`src/rtl/delta_controller_output_storer.sv`:
```
// delta_controller_output_storer: drains output-buffer tiles into Output SRAM and
// copies the packed Output SRAM image out to DRAM as 32-bit halves.
module delta_controller_output_storer #(
   parameter int MAX_OUTPUT_CHANNEL = 64,
   parameter int MAX_FEATURE_SIZE   = 64,
   parameter int OUTPUT_CHANNEL     = 4,
   parameter int OUTPUT_HEIGHT      = 8,
   localparam int OCW = $clog2(MAX_OUTPUT_CHANNEL) + 1,
   localparam int RCW = $clog2(MAX_FEATURE_SIZE) + 1,
   localparam int CHW = $clog2(OUTPUT_CHANNEL),
   localparam int RW  = $clog2(OUTPUT_HEIGHT)
) (
   input  logic           clock,
   input  logic           reset,
   input  logic           start_buffer_store,
   input  logic           start_DRAM_store,
   input  logic [OCW-1:0] OC_Num,
   input  logic [RCW-1:0] RC_Size,
   input  logic [31:0]    output_start_address,
   output logic           OB_r_en,
   output logic [CHW-1:0] OB_r_ch,
   output logic [RW-1:0]  OB_r_row,
   input  logic [63:0]    OB_r_data,
   output logic           Output_SRAM_w_en,
   output logic           Output_SRAM_r_en,
   output logic [31:0]    Output_SRAM_w_addr,
   output logic [31:0]    Output_SRAM_r_addr,
   output logic [63:0]    Output_SRAM_w_d,
   input  logic [63:0]    Output_SRAM_r_d,
   input  logic           Output_SRAM_d_ready,
   input  logic           Output_SRAM_w_done,
   output logic           DRAM_Write,
   output logic [31:0]    DRAM_Address,
   output logic [31:0]    DRAM_WriteData,
   input  logic           DRAM_WriteDone,
   output logic           busy,
   output logic           finished
);
   typedef enum logic [3:0] {
      IDLE, B_RD, B_CAP, B_WR, B_IDX, B_TILE, B_FIN,
      D_CHECK, D_RD, D_LO, D_HI, D_IDX, D_FIN
   } state_t;

   state_t         state_q, state_d;
   logic [CHW-1:0] ch_q, ch_d;
   logic [RW-1:0]  r_q, r_d;
   logic [31:0]    tile_ch_q, tile_ch_d, tile_row_q, tile_row_d, tile_col_q, tile_col_d;
   logic [31:0]    idx_q, idx_d;
   logic [63:0]    wd_q, wd_d, rd_q, rd_d;
   logic [31:0]    oc, rc, plane, words, col_n, row_n, w_addr, d_addr;
   logic           r_last, last_word;

   assign oc        = 32'(OC_Num) & ~32'd3;
   assign rc        = 32'(RC_Size) & ~32'd7;
   assign plane     = rc * rc;
   assign words     = (oc * plane) >> 3;
   assign col_n     = tile_col_q + 32'd8;
   assign row_n     = tile_row_q + 32'd8;
   assign r_last    = r_q == RW'(OUTPUT_HEIGHT - 1);
   assign last_word = r_last && ch_q == CHW'(OUTPUT_CHANNEL - 1);
   assign w_addr    = (tile_ch_q + 32'(ch_q)) * plane + (tile_row_q + 32'(r_q)) * rc + tile_col_q;
   assign d_addr    = output_start_address + (idx_q << 3);

   always_ff @(posedge clock or negedge reset) begin
      if (!reset) begin
         state_q    <= IDLE;
         ch_q       <= '0;
         r_q        <= '0;
         tile_ch_q  <= '0;
         tile_row_q <= '0;
         tile_col_q <= '0;
         idx_q      <= '0;
         wd_q       <= '0;
         rd_q       <= '0;
      end else begin
         state_q    <= state_d;
         ch_q       <= ch_d;
         r_q        <= r_d;
         tile_ch_q  <= tile_ch_d;
         tile_row_q <= tile_row_d;
         tile_col_q <= tile_col_d;
         idx_q      <= idx_d;
         wd_q       <= wd_d;
         rd_q       <= rd_d;
      end
   end

   always_comb begin
      state_d    = state_q;
      ch_d       = ch_q;
      r_d        = r_q;
      tile_ch_d  = tile_ch_q;
      tile_row_d = tile_row_q;
      tile_col_d = tile_col_q;
      idx_d      = idx_q;
      wd_d       = wd_q;
      rd_d       = rd_q;
      case (state_q)
         IDLE:    state_d = start_buffer_store ? B_RD : start_DRAM_store ? D_CHECK : IDLE;
         B_RD:    state_d = B_CAP;
         B_CAP: begin
            wd_d    = OB_r_data;
            state_d = B_WR;
         end
         B_WR:    state_d = Output_SRAM_w_done ? B_IDX : B_WR;
         B_IDX: begin
            r_d     = r_last ? '0 : r_q + RW'(1);
            ch_d    = last_word ? '0 : r_last ? ch_q + CHW'(1) : ch_q;
            state_d = last_word ? B_TILE : B_RD;
         end
         // raster order over the image: columns, then rows, then channel groups
         B_TILE: begin
            tile_col_d = col_n >= rc ? '0 : col_n;
            tile_row_d = col_n >= rc ? (row_n >= rc ? '0 : row_n) : tile_row_q;
            tile_ch_d  = (col_n >= rc && row_n >= rc) ? tile_ch_q + 32'(OUTPUT_CHANNEL) : tile_ch_q;
            state_d    = B_FIN;
         end
         B_FIN:   state_d = IDLE;
         D_CHECK: state_d = idx_q == words ? D_FIN : D_RD;
         D_RD: begin
            rd_d    = Output_SRAM_d_ready ? Output_SRAM_r_d : rd_q;
            state_d = Output_SRAM_d_ready ? D_LO : D_RD;
         end
         D_LO:    state_d = DRAM_WriteDone ? D_HI : D_LO;
         D_HI:    state_d = DRAM_WriteDone ? D_IDX : D_HI;
         D_IDX: begin
            idx_d   = idx_q + 32'd1;
            state_d = D_CHECK;
         end
         D_FIN: begin
            idx_d      = '0;
            tile_ch_d  = '0;
            tile_row_d = '0;
            tile_col_d = '0;
            state_d    = IDLE;
         end
         default: state_d = IDLE;
      endcase
   end

   // addresses are zeroed outside their states so everything reads 0 while in reset
   assign OB_r_en            = state_q == B_RD;
   assign OB_r_ch            = OB_r_en ? ch_q : '0;
   assign OB_r_row           = OB_r_en ? r_q : '0;
   assign Output_SRAM_w_en   = state_q == B_WR;
   assign Output_SRAM_w_addr = Output_SRAM_w_en ? w_addr : '0;
   assign Output_SRAM_w_d    = wd_q;
   assign Output_SRAM_r_en   = state_q == D_RD;
   assign Output_SRAM_r_addr = Output_SRAM_r_en ? idx_q << 3 : '0;
   assign DRAM_Write         = state_q == D_LO || state_q == D_HI;
   assign DRAM_Address       = state_q == D_LO ? d_addr : state_q == D_HI ? d_addr + 32'd4 : '0;
   assign DRAM_WriteData     = state_q == D_LO ? rd_q[31:0] : state_q == D_HI ? rd_q[63:32] : '0;
   assign busy               = state_q != IDLE;
   assign finished           = state_q == B_FIN || state_q == D_FIN;
endmodule

```
`config.mk`:
```
export PLATFORM = sky130hd
export DESIGN_NAME = delta_controller_output_storer
export DESIGN_NICKNAME = d
export VERILOG_FILES = /design/src/rtl/delta_controller_output_storer.sv
export SDC_FILE = /design/constraint.sdc
export NUM_CORES = 1
export LEC_CHECK = 0
export CAP_MARGIN = 10
export CORE_ASPECT_RATIO = 1.5
export CORE_MARGIN = 2
export CORE_UTILIZATION = 49
export CTS_CLUSTER_SIZE = 12
export DETAILED_ROUTE_END_ITERATION = 7
export PLACE_DENSITY = 0.76
export SLEW_MARGIN = 20
export SYNTH_ARGS = -nofsm -noshare
export SYNTH_HDL_FRONTEND = slang
export SYNTH_SLANG_ARGS = --single-unit
```
`constraint.sdc`:
```
create_clock -name clock -period 11.37 [get_ports clock]
set_clock_uncertainty 0.1 [all_clocks]
set_input_delay 1.7055 -clock clock [delete_from_list [all_inputs] [get_ports clock]]
set_output_delay 1.7055 -clock clock [all_outputs]
set_load 0.02 [all_outputs]
```
==> results of run 1 <==
==> final cells by class <==
| type | count | area, sq um | area share, % |
|---|---|---|---|
| clock inverter | 7 | 81.3 | 0.250 |
| timing repair buffer | 564 | 5200 | 16.0 |
| inverter | 309 | 1170 | 3.61 |
| antenna | 3 | 7.51 | 0.0231 |
| multi-input combinational | 2160 | 18200 | 55.9 |
| tap | 676 | 846 | 2.60 |
| sequential | 251 | 6280 | 19.3 |
| clock buffer | 35 | 756 | 2.32 |
==> power by group <==
group	internal [W]	leakage, nW	switching [W]
combinational	0.00104	11.7	0.00112
sequential	0.00115	3.23	0.000199
clock	0.000488	0.412	0.000387
total	0.00268	15.3	0.00171
==> worst max-delay path by stage <==
| stage | start | to | slack, ns |
|---|---|---|---|
| after floorplan | RC_Size[3] | Output_SRAM_w_addr[31] | 0.0004 |
| after global placement | RC_Size[5] | Output_SRAM_w_addr[31] | -1.40 |
| after detailed placement | RC_Size[5] | Output_SRAM_w_addr[31] | -1.50 |
| after CTS | RC_Size[4] | Output_SRAM_w_addr[31] | -0.02 |
| after global routing | RC_Size[6] | Output_SRAM_w_addr[31] | -0.46 |
| final | RC_Size[4] | Output_SRAM_w_addr[31] | -0.09 |
==> synth_stat cells, drive strengths merged, types with 45 or more instances <==
library cell / instances
nor3: 45
o21ai: 86
nand2: 217
xor2: 101
nand3: 65
mux2: 135
nor2: 251
and2: 161
and3: 64
inv: 309
ha: 181
fa: 190
a21oi: 107
clkbuf: 86
dfrtp: 251
xnor2: 116
==> sequential cells by signal, indices dropped and copies added (netlist names) <==
register	flops
rd_q	64
idx_q	32
tile_col_q	29
ch_q	2
tile_row_q	29
Output_SRAM_w_d	64
state_q	4
r_q	3
tile_ch_q	24
==> cells in the final DEF, fill, tap and decap left out, drive strengths merged, types with 5 or more instances in the layout <==
master	n
clkdlybuf4s50	355
inv	309
dfrtp	251
nor2	251
nand2	217
buf	205
fa	190
ha	181
and2	161
mux2	135
xnor2	116
a21oi	107
xor2	101
o21ai	86
nand3	65
and3	64
nor3	45
nand4	44
nor2b	43
a21o	39
a22o	37
clkbuf	35
nand2b	33
or3	27
a211oi	19
nor4	19
o21a	17
o21bai	15
a31oi	13
o22ai	12
or2	12
and4	8
conb	7
o31ai	6
or4	6
nand3b	5
mux2i	5
a221oi	5
clkinv	5
==> metal layers <==
layer	global-route usage (%)	vias up	routed length, microns
met5	0	-	0
met1	31.3	11102	28100
met3	4.71	231	4240
met2	53.8	762	41600
met4	15.8	0	4760
li1	-	10415	-
==> worst max-delay path: cells and delay by family <==
kind            cells  cell delay, ns
fa+ha+maj           7            2.90
simple gates        7            0.78
buf+inv             7            0.68
xor+xnor           12            2.35
compound gates      8            1.22
==> cell families (layout without fill, tap and decap cells) <==
| family | count (synthesis) | count (layout) | share of synthesized area (%) |
|---|---|---|---|
| XOR/XNOR | 219 | 219 | 7.67 |
| adder cells (fa/ha/maj) | 371 | 371 | 23.7 |
| other | 1 | 10 | 0.0146 |
| AND/OR/NAND/NOR | 1015 | 1015 | 20.6 |
| buffers and inverters | 429 | 915 | 6.55 |
| AO/OA/AOI/OAI | 408 | 408 | 10.7 |
| flip-flops | 251 | 251 | 24.5 |
| multiplexers | 140 | 140 | 6.15 |
==> metrics by stage <==
stage	instances	TNS, ns
3_5_place_dp	3948	-11.09
4_1_cts	3998	-0.0190
5_1_grt	4005	-1.63
3_3_place_gp	3948	-9.17
6_report	4005	-0.0855
2_1_floorplan	2840	0
==> timing repair <==
action	CTS	global route
setup buffers	9	6
endpoints found under the hold margin	0	0
pin swaps	68	46
setup endpoints to repair	14	12
resized for setup	91	67
==> flow_summary.yaml, run 1 <==
sta:
  slew_violations: 0
  finalCriticalPeriod_ns: 11.46
  period_share_pct: 101
  timing.fmax_mhz: 87.3
  max-slew-margin-rel_pct: 32.5
  setup_viol_count_final: 1
  tightest_slew_ns: 1.01
  setup_ws_ns: -0.0855
  rsz0062_at_grt: "yes"
  holdWs_ns: 0.405
  timing.final.hold_violations: 0
placed_design:
  preCtsSetupSlack_ns: -1.50
  estimated_wirelength_of_the_detail_placed_design_microns: 62300
  placement.io_buffers: 372
  cell_area_after_placement_sq_mm: 0.0311
  globalplace.congestion: 0.933
clock_tree:
  cts_root_buffer: "sky130_fd_sc_hd__clkbuf_16"
  cts-buffers-inserted: 27
  insertion_delay_ns: 0.58
  cts_tree: "done"
  htree_levels: 1
  cts.reportedPaths.clkPinSlew_ns: 0.06
  clock-sinks: 251
  cts_hold_buffers: 0
  clock_tree.buffer_depth: 3
cells_and_area:
  filler_cell_count: 4321
  nNetsFinal: 3865
  drive_above_1_share_pct: 15.4
  areaGrowthSynthToFinish_pct: 27.0
  layout.core_utilization_pct: 62.9
  final_cell_area_sq_mm: 0.0325
synth:
  synth_largest_area_cell: "sky130_fd_sc_hd__dfrtp_1"
  synth.top_cells.by_area: "sky130_fd_sc_hd__dfrtp_1, sky130_fd_sc_hd__fa_1, sky130_fd_sc_hd__ha_1, sky130_fd_sc_hd__mux2_2, sky130_fd_sc_hd__inv_1"
  ys_warn_count: 0
  postSynthCellCount: 2834
  syn-mean-instance-area_sq_um: 9.03
  ys_async_sr_fraction_pct: 100
  ys.flop_type: "sky130_fd_sc_hd__dfrtp_1"
  synth-seq-cells: 251
  netlist_cell_types: 98
  synth_sequential_area_ratio_pct: 24.5
  synth_edf_count: 0
  total_standard_cell_area_after_synthesis_sq_mm: 0.0256
  yosys.area.top_type_share_pct: 24.5
worst_setup_path:
  regToRegSetupSlack_ns: 7.13
  crit-reg2reg-launch: "state_q[1]"
  critical_path.most_common_cell: "sky130_fd_sc_hd__xnor2_1"
  path_max_fanout: 4
  ff2ff_path_depth: 10
  crit-reg2reg-capture: "tile_ch_q[24]"
  critPathSlowestCell: "sky130_fd_sc_hd__fa_1"
  maximum_cell_stage_delay_along_the_critical_path_ns: 0.53
  critPathLaunchType: "primary input"
  timing_worst_setup_path_type: "in2out"
  cp.required_ns: 9.56
  element_type_at_the_critical_path_end: "output port"
  timing.critical_path.arrival_ns: 9.65
drt:
  detailroute.via_count: 22510
  drt_iter0_drc: 1224
  route.antenna.remaining_nets: 0
  drtPass1Iterations: 5
  detail_route.wl_per_cell_microns: 19.7
  routed_wl_microns: 78700
  post_drt_via_cell_ratio: 5.62
  final_routed_drc_violation_total: 0
floorplanning:
  floorplan.initialDensity_pct: 49.5
  die_width_microns: 191
  floorplan.die.height_microns: 284
  pin_count: 384
  design.core.area_sq_mm: 0.0517
  fp-row-count: 102
  die_area_sq_mm: 0.0541
power:
  power_leakage_nw: 15.3
  power_density_mw_per_mm2: 135
  vdd_ir_drop_max_v: 0.000176
  fin_total_pwr_w: 0.00439
min_path:
  timing.hold.worst.start: "Output_SRAM_w_d[44]"
  hold_depth: 1
  timing.hold.worst_endpoint: "Output_SRAM_w_d[44]"
  min_path_type: "reg2reg"
run:
  max_cap_violations: 0
grt:
  initial_antenna_violation_count: 3
  overflow: 0
  via_count_of_the_first_global_routing_pass: 24132
  grt_start_max_net_pins: 69
  first_pass_grt_wire_length_microns: 126000
  gr-usage-all-layers_pct: 29.1
outcome:
  result_of_the_run: "finished with violations"
  failed_checks: "setup timing"
(Power assumes the default switching activity.)
==> run 2: changes to the inputs <==
--- a/config.mk
+++ b/config.mk
@@ -9,6 +9,7 @@
 export CORE_ASPECT_RATIO = 1.5
 export CORE_MARGIN = 2
 export CORE_UTILIZATION = 49
+export CTS_BUF_LIST = sky130_fd_sc_hd__clkbuf_8
 export CTS_CLUSTER_SIZE = 12
 export DETAILED_ROUTE_END_ITERATION = 7
 export PLACE_DENSITY = 0.76
==> run 2 against run 1 <==
Effect of this change:
- the flow still finishes with violations (setup timing)
- wire length up 0.58%
- power up 1.6%
- sequential share of layout area about the same
- highest routed layer unchanged
==> flow_summary.yaml, run 2 (same netlist as run 1, synthesis figures left out) <==
outcome:
  result_of_the_run: "finished with violations"
  failed_checks: "setup timing"
clock_tree:
  cts.reportedPaths.clkPinSlew_ns: 0.06
  clock-sinks: 251
  cts_tree: "done"
  cts_root_buffer: "sky130_fd_sc_hd__clkbuf_8"
  clock_tree.buffer_depth: 3
  insertion_delay_ns: 0.61
  htree_levels: 2
  cts-buffers-inserted: 40
placed_design:
  globalplace.congestion: 0.933
  preCtsSetupSlack_ns: -1.50
  placement.io_buffers: 372
  estimated_wirelength_of_the_detail_placed_design_microns: 62300
  cell_area_after_placement_sq_mm: 0.0311
drt:
  detailroute.via_count: 22573
  routed-wl-met2_microns: 41400
  route.antenna.remaining_nets: 0
  post_drt_via_cell_ratio: 5.59
  drtPass1Iterations: 6
  maxUsedRoutingLayer: "met4"
  met1_routed_wirelength_after_detailed_routing_microns: 28400
  detail_route.wl_per_cell_microns: 19.6
  final_routed_drc_violation_total: 0
  drt_iter0_drc: 1245
  routed_wl_microns: 79200
  wl_met3_microns: 4370
floorplanning:
  fp-row-count: 102
  floorplan.die.height_microns: 284
  die_width_microns: 191
  design.core.area_sq_mm: 0.0517
  pin_count: 384
  die_area_sq_mm: 0.0541
  floorplan.initialDensity_pct: 49.5
run:
  max_cap_violations: 0
cells_and_area:
  final_cell_mix: "sky130_fd_sc_hd__clkdlybuf4s50_1, sky130_fd_sc_hd__inv_1, sky130_fd_sc_hd__dfrtp_1, sky130_fd_sc_hd__nor2_1, sky130_fd_sc_hd__nand2_1"
  filler_cell_count: 4308
  final_cell_area_sq_mm: 0.0326
  layout.core_utilization_pct: 63.1
  final_common_cell: "sky130_fd_sc_hd__clkdlybuf4s50_1"
  drive_above_1_share_pct: 16.2
  areaGrowthSynthToFinish_pct: 27.3
  nNetsFinal: 3877
worst_setup_path:
  critical_path.most_common_cell: "sky130_fd_sc_hd__xnor2_1"
  crit-reg2reg-launch: "state_q[1]"
  crit-reg2reg-capture: "tile_ch_q[24]"
  worst_setup_path_startpoint: "RC_Size[4]"
  timing.critical_path.arrival_ns: 9.64
  regToRegSetupSlack_ns: 7.12
  critPathSlowestCell: "sky130_fd_sc_hd__fa_1"
  cp.required_ns: 9.56
  critPathLaunchType: "primary input"
  ff2ff_path_depth: 10
  path_max_fanout: 4
  maximum_cell_stage_delay_along_the_critical_path_ns: 0.54
  timing_worst_setup_path_type: "in2out"
  timing.critical_path.to: "Output_SRAM_w_addr[31]"
  element_type_at_the_critical_path_end: "output port"
grt:
  grt_start_max_net_pins: 69
  initial_antenna_violation_count: 3
  via_count_of_the_first_global_routing_pass: 24289
  first_pass_grt_wire_length_microns: 126000
  overflow: 0
  gr-usage-all-layers_pct: 29.4
power:
  fin_total_pwr_w: 0.00446
  power_density_mw_per_mm2: 137
  vdd_ir_drop_max_v: 0.000152
  power_leakage_nw: 15.4
sta:
  slew_violations: 0
  timing.fmax_mhz: 87.3
  setup_ws_ns: -0.0804
  period_share_pct: 101
  tightest_slew_ns: 1.02
  finalCriticalPeriod_ns: 11.45
  max-slew-margin-rel_pct: 32.1
  setup_viol_count_final: 1
  rsz0062_at_grt: "yes"
  timing.final.hold_violations: 0
min_path:
  hold_depth: 1
  min_path_type: "reg2reg"
-- run 2: cell types whose count changed in the layout (fill, tap and decap cells not counted), sizes merged --
cell,change
clkbuf,+19
buf,-2
clkinvlp,-1
clkinv,+3
bufinv,+3
inv,+7
diode,+1
-- run 2: worst min-delay path by stage --
| stage | startpoint | end | slack (ns) |
|---|---|---|---|
| floorplan | tile_row_q[29] | tile_row_q[29] | 0.37 |
| global placement | tile_row_q[29] | tile_row_q[29] | 0.38 |
| detailed placement | rd_q[24] | rd_q[24] | 0.39 |
| CTS | Output_SRAM_w_d[44] | Output_SRAM_w_d[44] | 0.41 |
| global route | Output_SRAM_w_d[22] | Output_SRAM_w_d[22] | 0.42 |
| finish | Output_SRAM_w_d[44] | Output_SRAM_w_d[44] | 0.41 |
-- run 2: worst max-delay path: cells and delay by family --
kind | cells | cell delay [ns]
AOI/OAI and AO/OA | 8 | 1.21
and+or+nand+nor | 7 | 0.78
adders and majority gates | 7 | 2.91
xor gates and xnor gates | 12 | 2.34
buffers and inverters | 7 | 0.68
-- run 2: cell type report --
class                   count  area, sq um  area share (%)
multi-input cells        2160        18100            55.7
flip-flops and latches    251         6280            19.3
repair buffers            563         5180            15.9
inverters                 309         1170            3.60
well taps                 676          846            2.60
clock buffers              53          729            2.24
clock inverters            19          219           0.672
diodes                      4         10.0          0.0307
-- run 2: routing by layer --
layer  global-route usage [%]  vias to the layer above
met5                        0                        -
met4                     16.3                        0
met3                     5.12                      247
met2                     53.9                      733
met1                     31.4                    11138
li1                         -                    10455
-- run 2: repair_timing --
action / 4_1_cts / 5_1_grt
endpoints found under the setup margin: 14 / 12
buffers inserted: 9 / 5
resized for setup: 91 / 67
pin swaps: 65 / 52
hold buffers: 0 / 0
-- run 2: per-stage QoR --
step	std cells	setup TNS, ns	hold WS, ns
3_5_place_dp	3948	-11.09	0.394
2_1_floorplan	2840	0	0.369
4_1_cts	4028	-0.0402	0.408
6_report	4035	-0.0804	0.406
3_3_place_gp	3948	-9.17	0.385
5_1_grt	4034	-1.41	0.416
-- run 2: report_power, final --
part	leakage (nW)	total [W]	internal, W	switching [W]
Sequential	3.23	0.00136	0.00115	0.000204
Clock	0.509	0.000936	0.000517	0.000419
Combinational	11.6	0.00217	0.00104	0.00113
